[src/rtl/branch_pc_unit.sv]
// PC / next-PC stage: selects PC+4, branch/JAL or JALR target, hands the PC
// to fetch over a valid/ready handshake, traps on misaligned redirects.
module branch_pc_unit #(
  parameter logic [31:0] RESET_PC = 32'h0000_0000,
  parameter int          CNT_W    = 16
) (
  input  logic             clk,
  input  logic             rst,
  input  logic [31:0]      cmp_result,
  input  logic             branch,
  input  logic             jump,
  input  logic             jalr,
  input  logic [31:0]      imm,
  input  logic [31:0]      rs1,
  input  logic             stall,
  input  logic             fetch_ready,
  output logic [31:0]      pc,
  output logic [31:0]      pc_plus4,
  output logic             fetch_valid,
  output logic             taken,
  output logic             trap,
  output logic [31:0]      trap_addr,
  output logic [CNT_W-1:0] br_count,
  output logic [CNT_W-1:0] br_taken_count
);

  typedef enum logic [1:0] {BOOT, RUN, HALT} state_t;

  state_t      state, state_nxt;
  logic        run, adv, cond, misal, br_only;
  logic [31:0] target;
  logic        unused_cmp;

  // only the condition bit of the comparator word matters
  assign unused_cmp = ^cmp_result[31:1];

  assign run         = (state == RUN);
  assign fetch_valid = run;
  assign adv         = run & fetch_valid & fetch_ready & ~stall;
  assign cond        = branch & cmp_result[0];
  assign taken       = run & (jalr | jump | cond);
  assign pc_plus4    = pc + 32'd4;
  assign misal       = taken & (target[1:0] != 2'b00);
  assign br_only     = branch & ~jump & ~jalr;

  always_comb begin
    target = pc_plus4;
    if (jalr)
      target = (rs1 + imm) & 32'hFFFF_FFFE;
    else if (jump | cond)
      target = pc + imm;
  end

  always_comb begin
    state_nxt = state;
    case (state)
      BOOT:    state_nxt = RUN;
      RUN:     if (adv && misal) state_nxt = HALT;
      HALT:    state_nxt = HALT;
      default: state_nxt = BOOT;
    endcase
  end

  always_ff @(posedge clk or posedge rst) begin
    if (rst) begin
      state          <= BOOT;
      pc             <= RESET_PC;
      trap           <= 1'b0;
      trap_addr      <= 32'h0;
      br_count       <= '0;
      br_taken_count <= '0;
    end else begin
      state <= state_nxt;
      if (adv) begin
        // a misaligned redirect freezes pc and records the bad target
        if (misal) begin
          trap      <= 1'b1;
          trap_addr <= target;
        end else begin
          pc <= target;
        end
        if (br_only) begin
          br_count <= br_count + CNT_W'(1);
          if (cmp_result[0])
            br_taken_count <= br_taken_count + CNT_W'(1);
        end
      end
    end
  end

endmodule

[config.mk]
export PLATFORM = sky130hd
export DESIGN_NAME = branch_pc_unit
export DESIGN_NICKNAME = d
export VERILOG_FILES = /design/src/rtl/branch_pc_unit.sv
export SDC_FILE = /design/constraint.sdc
export NUM_CORES = 1
export LEC_CHECK = 0
export ABC_AREA = 1
export BUFFER_PORTS_ARGS = -buffer_cell sky130_fd_sc_hd__buf_2
export CAP_MARGIN = 20
export CORE_ASPECT_RATIO = 1.5
export CORE_UTILIZATION = 55
export DETAILED_ROUTE_END_ITERATION = 16
export PLACE_DENSITY = 0.87
export SLEW_MARGIN = 5
export SYNTH_ARGS = -nofsm -noshare
export SYNTH_HDL_FRONTEND = slang
export SYNTH_SLANG_ARGS = --single-unit
[constraint.sdc]
create_clock -name clk -period 9.15 [get_ports clk]
set_clock_uncertainty 0.1 [all_clocks]
set_input_delay 0.915 -clock clk [delete_from_list [all_inputs] [get_ports clk]]
set_output_delay 0.915 -clock clk [all_outputs]
set_load 0.05 [all_outputs]
Yosys cells after proc, flatten, opt, wreduce, memory -nomap -nowiden

Cells that the tools add are included.

Eq/ne operators: 3
Multiplexer cells: 4
Add/subtract/negate cells: 5
Reductions and logical operators: 7
Bitwise gates (word level): 14

Operators with widths:

| operator                                             | number |
|---|---|
| adder 32 bit                                         | 2 |
| two-way mux 32 bit                                   | 2 |
| adder 16 x 1 -> 16 bit (second input constant)       | 2 |
| adder 32 x 3 -> 32 bit (second input constant)       | 1 |
| AND 1 bit                                            | 7 |
| case mux 2 bit (3 select lines)                      | 1 |
| AND reduction 2 bit                                  | 3 |
| NOT 1 bit                                            | 4 |
| OR 1 bit                                             | 3 |
| AND reduction 3 bit                                  | 1 |
| equality test 2 x 1 -> 1 bit (second input constant) | 1 |
| equality test 2 bit (second input constant)          | 1 |
| zero test 2 bit                                      | 1 |
| two-way mux 2 bit                                    | 1 |
| != test 2 x 1 -> 1 bit (second input constant)       | 1 |
| nonzero test 2 bit                                   | 1 |
| logical AND 1 bit                                    | 1 |

Word-level logic and storage cells: 39
Output and inout bits: 131
Flip-flop bits (word level): 99

Logic depth before layout (Yosys ltp)

Depth after elaboration: 9
Gate-level depth with buffers: 16
Gate-level depth less buffers: 16

Worst setup path after synthesis

Ideal clock, no wire load.

Path type: register to output
From: register pc[2]
To: output pc_plus4[16]
Stages on the path, launching flop included: 7
Buffers on the path: 0
Path slack: 5.626 ns
Data arrival time: 2.509 ns
Cells stage by stage: dfrtp_1 ha_1 nand3_2 nor3_4 nand2_1 nor2_1 xor2_1

Cells in the longest elaborated chain, start to end: 1

RTL lines:

| element                | RTL line | source |
|---|---|---|
| start, declared        | 17       | `output logic [31:0] pc,` |
| start signal, assigned | 80       | `pc <= target;` |
| adder 32 x 3 -> 32 bit | 42       | `assign pc_plus4 = pc + 32'd4;` |
| end, declared          | 18       | `output logic [31:0] pc_plus4,` |

No other way between the ends.

Worst setup path after layout

From: input jalr
To: register trap

Cells in the longest elaborated chain, start to end: 5
Elaborated cells on any way between the ends: 7
Those cells by class: mux (1); bitwise (4); reduce/logical (2)

RTL lines:

| element                                | RTL line | source |
|---|---|---|
| start, declared                        | 12       | `input logic jalr,` |
| OR 1 bit (2 in a row)                  | 41       | `assign taken = run & (jalr \| jump \| cond);` |
| AND 1 bit                              | 41       |  |
| AND 1 bit *                            | 43       | `assign misal = taken & (target[1:0] != 2'b00);` |
| AND reduction 2 bit (no source line) * | -        |  |
| end signal, assigned                   | 68       | `trap <= 1'b0;` |
| end signal, assigned                   | 77       | `trap <= 1'b1;` |
| end, declared                          | 21       | `output logic trap,` |

Mark *: on every way between the ends. The rest lies on a longest branch, timed or not.
A chain may end at the register's enable or synchronous reset.

==> results_dict.tcl <==
set metrics [dict create \
    cts_tree "built" \
    antenna_found_initial 0 \
    clk_pin_slew_ns 0.07 \
    cts_root_buf "clkbuf_16" \
    die_w_um 110 \
    avgSynthCellArea_um2 6.36 \
    grt-ovfl-total 0 \
    post-dp-hpwl_mm 26.7 \
    cts_resized 0 \
    layout-drive-gt1-share 0.156 \
    final_hold_viol_count 0 \
    stdcell_count 1910 \
    grt_usage 0.374 \
    holdPathEnd "trap" \
    dieHeight_um 163 \
    finalCriticalPeriod_ns 4.01 \
    ys_types 49 \
    holdPathStages 1 \
    mostFrequentLayoutCells "nand2_1, inv_1, buf_2" \
    synth_seq_area_share 0.259 \
    cts_buffer_depth 2 \
    num_rows 58 \
    pin_count 234 \
    critPathKind "in2reg" \
    cts_inserted_buffers 9 \
    gp_congestion 1.01 \
    finalSetupViolCount 0 \
    fin_crit_sh 0.438 \
    r2r_start "pc[0]" \
    fin_ws_ns 5.14 \
    dieArea_mm2 0.0179 \
    cts_num_sinks 99 \
    cts_max_level 3 \
    p_leak_nw 6.37 \
    first_pass_iters 8 \
    hold_class "reg2reg" \
    area_growth_pct 15.5 \
    yosysWarnings 0 \
    synth_nets 1673 \
    final_nets 1866 \
    wl_mm 33.0 \
    dpl.cell_count 1893 \
    via_count 10700 \
    post_drt_wl_per_cell_um 17.3 \
    syn-cell-area_mm2 0.00955 \
    synth_flop_cell "dfrtp_1" \
    worstSetupEndpointType "flip-flop" \
    relSlewSlack 0.399 \
    drt_iter0_markers 781 \
    ys_ff_latch 99 \
    cp-start-kind "primary input" \
    worst-path-max-fanout 38 \
    clkLatencyLatePin_ns 0.34 \
    grt_max_degree 84 \
    final_common_cell "nand2_1" \
    hold_buffers 0 \
    fin_worst_hold_slack_ns 0.381 \
    postCtsSetupBuffers 0 \
    cp_data_arrival_time_ns 4.13 \
    status "completed" \
    timing.max_cap.violations 0 \
    pre_cts_slack_ns 4.85 \
    netlist_instances 1502 \
    detail_route.vias_per_cell 5.61 \
    grt_pass1_wl_mm 50.3 \
    min_from "trap" \
    drc_errors 0 \
    fin_util 0.653 \
    max_freq_ghz 0.250 \
    slew_viol_final 0 \
    tightestPinTransition_ns 0.902 \
    crit_start "jalr" \
    diodes 0 \
    setup_tns_ns 0 \
    worst-r2r-cell-count 10 \
    port_buffers 202 \
    r2r-end "trap" \
    cp.required_ns 9.27 \
    start_util 0.565 \
    ir_drop_mv 0.251 \
    rsz0062_at_grt "no" \
    synth_edf_count 0 \
    postRouteAntennaNets 0 \
    p_per_area_mw_per_mm2 312 \
    rrSetupSlack_ns 6.10 \
    grt_pass1_vias 10200 \
    synthArstFlopShare 1.00 \
    core_mm2 0.0169 \
]
layout make-up:
type | instances | area (um2)
Clock buffer | 10 | 229
Clock inverter | 6 | 65.1
Fill cell | 1559 | 5880
Inverter | 210 | 791
Multi-Input combinational cell | 1169 | 6150
Sequential cell | 99 | 2480
Tap cell | 210 | 263
Timing Repair Buffer | 206 | 1060
through the flow:
step                cell area [um2]  total power (W)
CTS                           11000          0.00341
global route                  11000          0.00364
global placement              10700          0.00299
floorplan                      9550          0.00243
finish                        11000          0.00344
detailed placement            10700          0.00302
Yosys cell counts (8+ instances only):
master / count / area, um2
a21oi_1: 74 / 370
buf_2: 10 / 50.1
dfrtp_1: 99 / 2480
ha_1: 66 / 826
inv_1: 207 / 777
nand2_1: 546 / 2050
nand3_1: 117 / 586
nand3b_1: 10 / 75.1
nand4_1: 30 / 188
nor2_1: 107 / 402
nor3_1: 19 / 95.1
o21ai_0: 58 / 290
o21ai_1: 8 / 40.0
xnor2_1: 22 / 193
xor2_1: 46 / 403
registers in the layout, indices dropped and copies added (netlist names):
signal and count:
br_count 16, br_taken_count 16, pc 32, state 2, trap 1, trap_addr 32
cells by family after synthesis:
| family | after synthesis | share of synthesized area |
|---|---|---|
| multiplexers | 1 | 0.00118 |
| AND/OR/NAND/NOR | 868 | 0.394 |
| AO/OA/AOI/OAI | 163 | 0.0934 |
| adder cells (fa/ha/maj) | 68 | 0.0906 |
| flip-flops | 99 | 0.259 |
| XOR/XNOR | 69 | 0.0640 |
| buffers and inverters | 234 | 0.0972 |
report_power, final:
part           leakage [nW]  total [W]  switching, W  internal, W
registers              1.26   0.000777      0.000207     0.000570
logic                  4.97    0.00229       0.00170     0.000587
clock network         0.143   0.000376      0.000164     0.000213
worst max-delay path: stages:
cell	delay (ns)
buf_2	0.67
nor2_4	0.10
nand2_1	0.17
inv_1	0.38
a22oi_2	0.39
nand2_1	0.15
nand3_1	0.10
buf_4	0.35
inv_1	0.49
or2_1	0.38
how the worst max path moves through the flow:
stage	end	slack, ns
6_report	trap	5.14
3_5_place_dp	trap	4.85
5_1_grt	trap	4.95
4_1_cts	trap	5.21
2_1_floorplan	br_count[0]	5.54
3_3_place_gp	trap	4.85
routing by layer:
| layer | vias up | global-route usage | wire (um) |
|---|---|---|---|
| met5 | - | 0 | 0 |
| met4 | 0 | 0.229 | 2030 |
| met3 | 121 | 0.0646 | 2440 |
| met2 | 485 | 0.646 | 16200 |
| met1 | 4935 | 0.420 | 12400 |
| li1 | 5175 | - | - |
No activity file was read; power rests on OpenSTA's default activity.
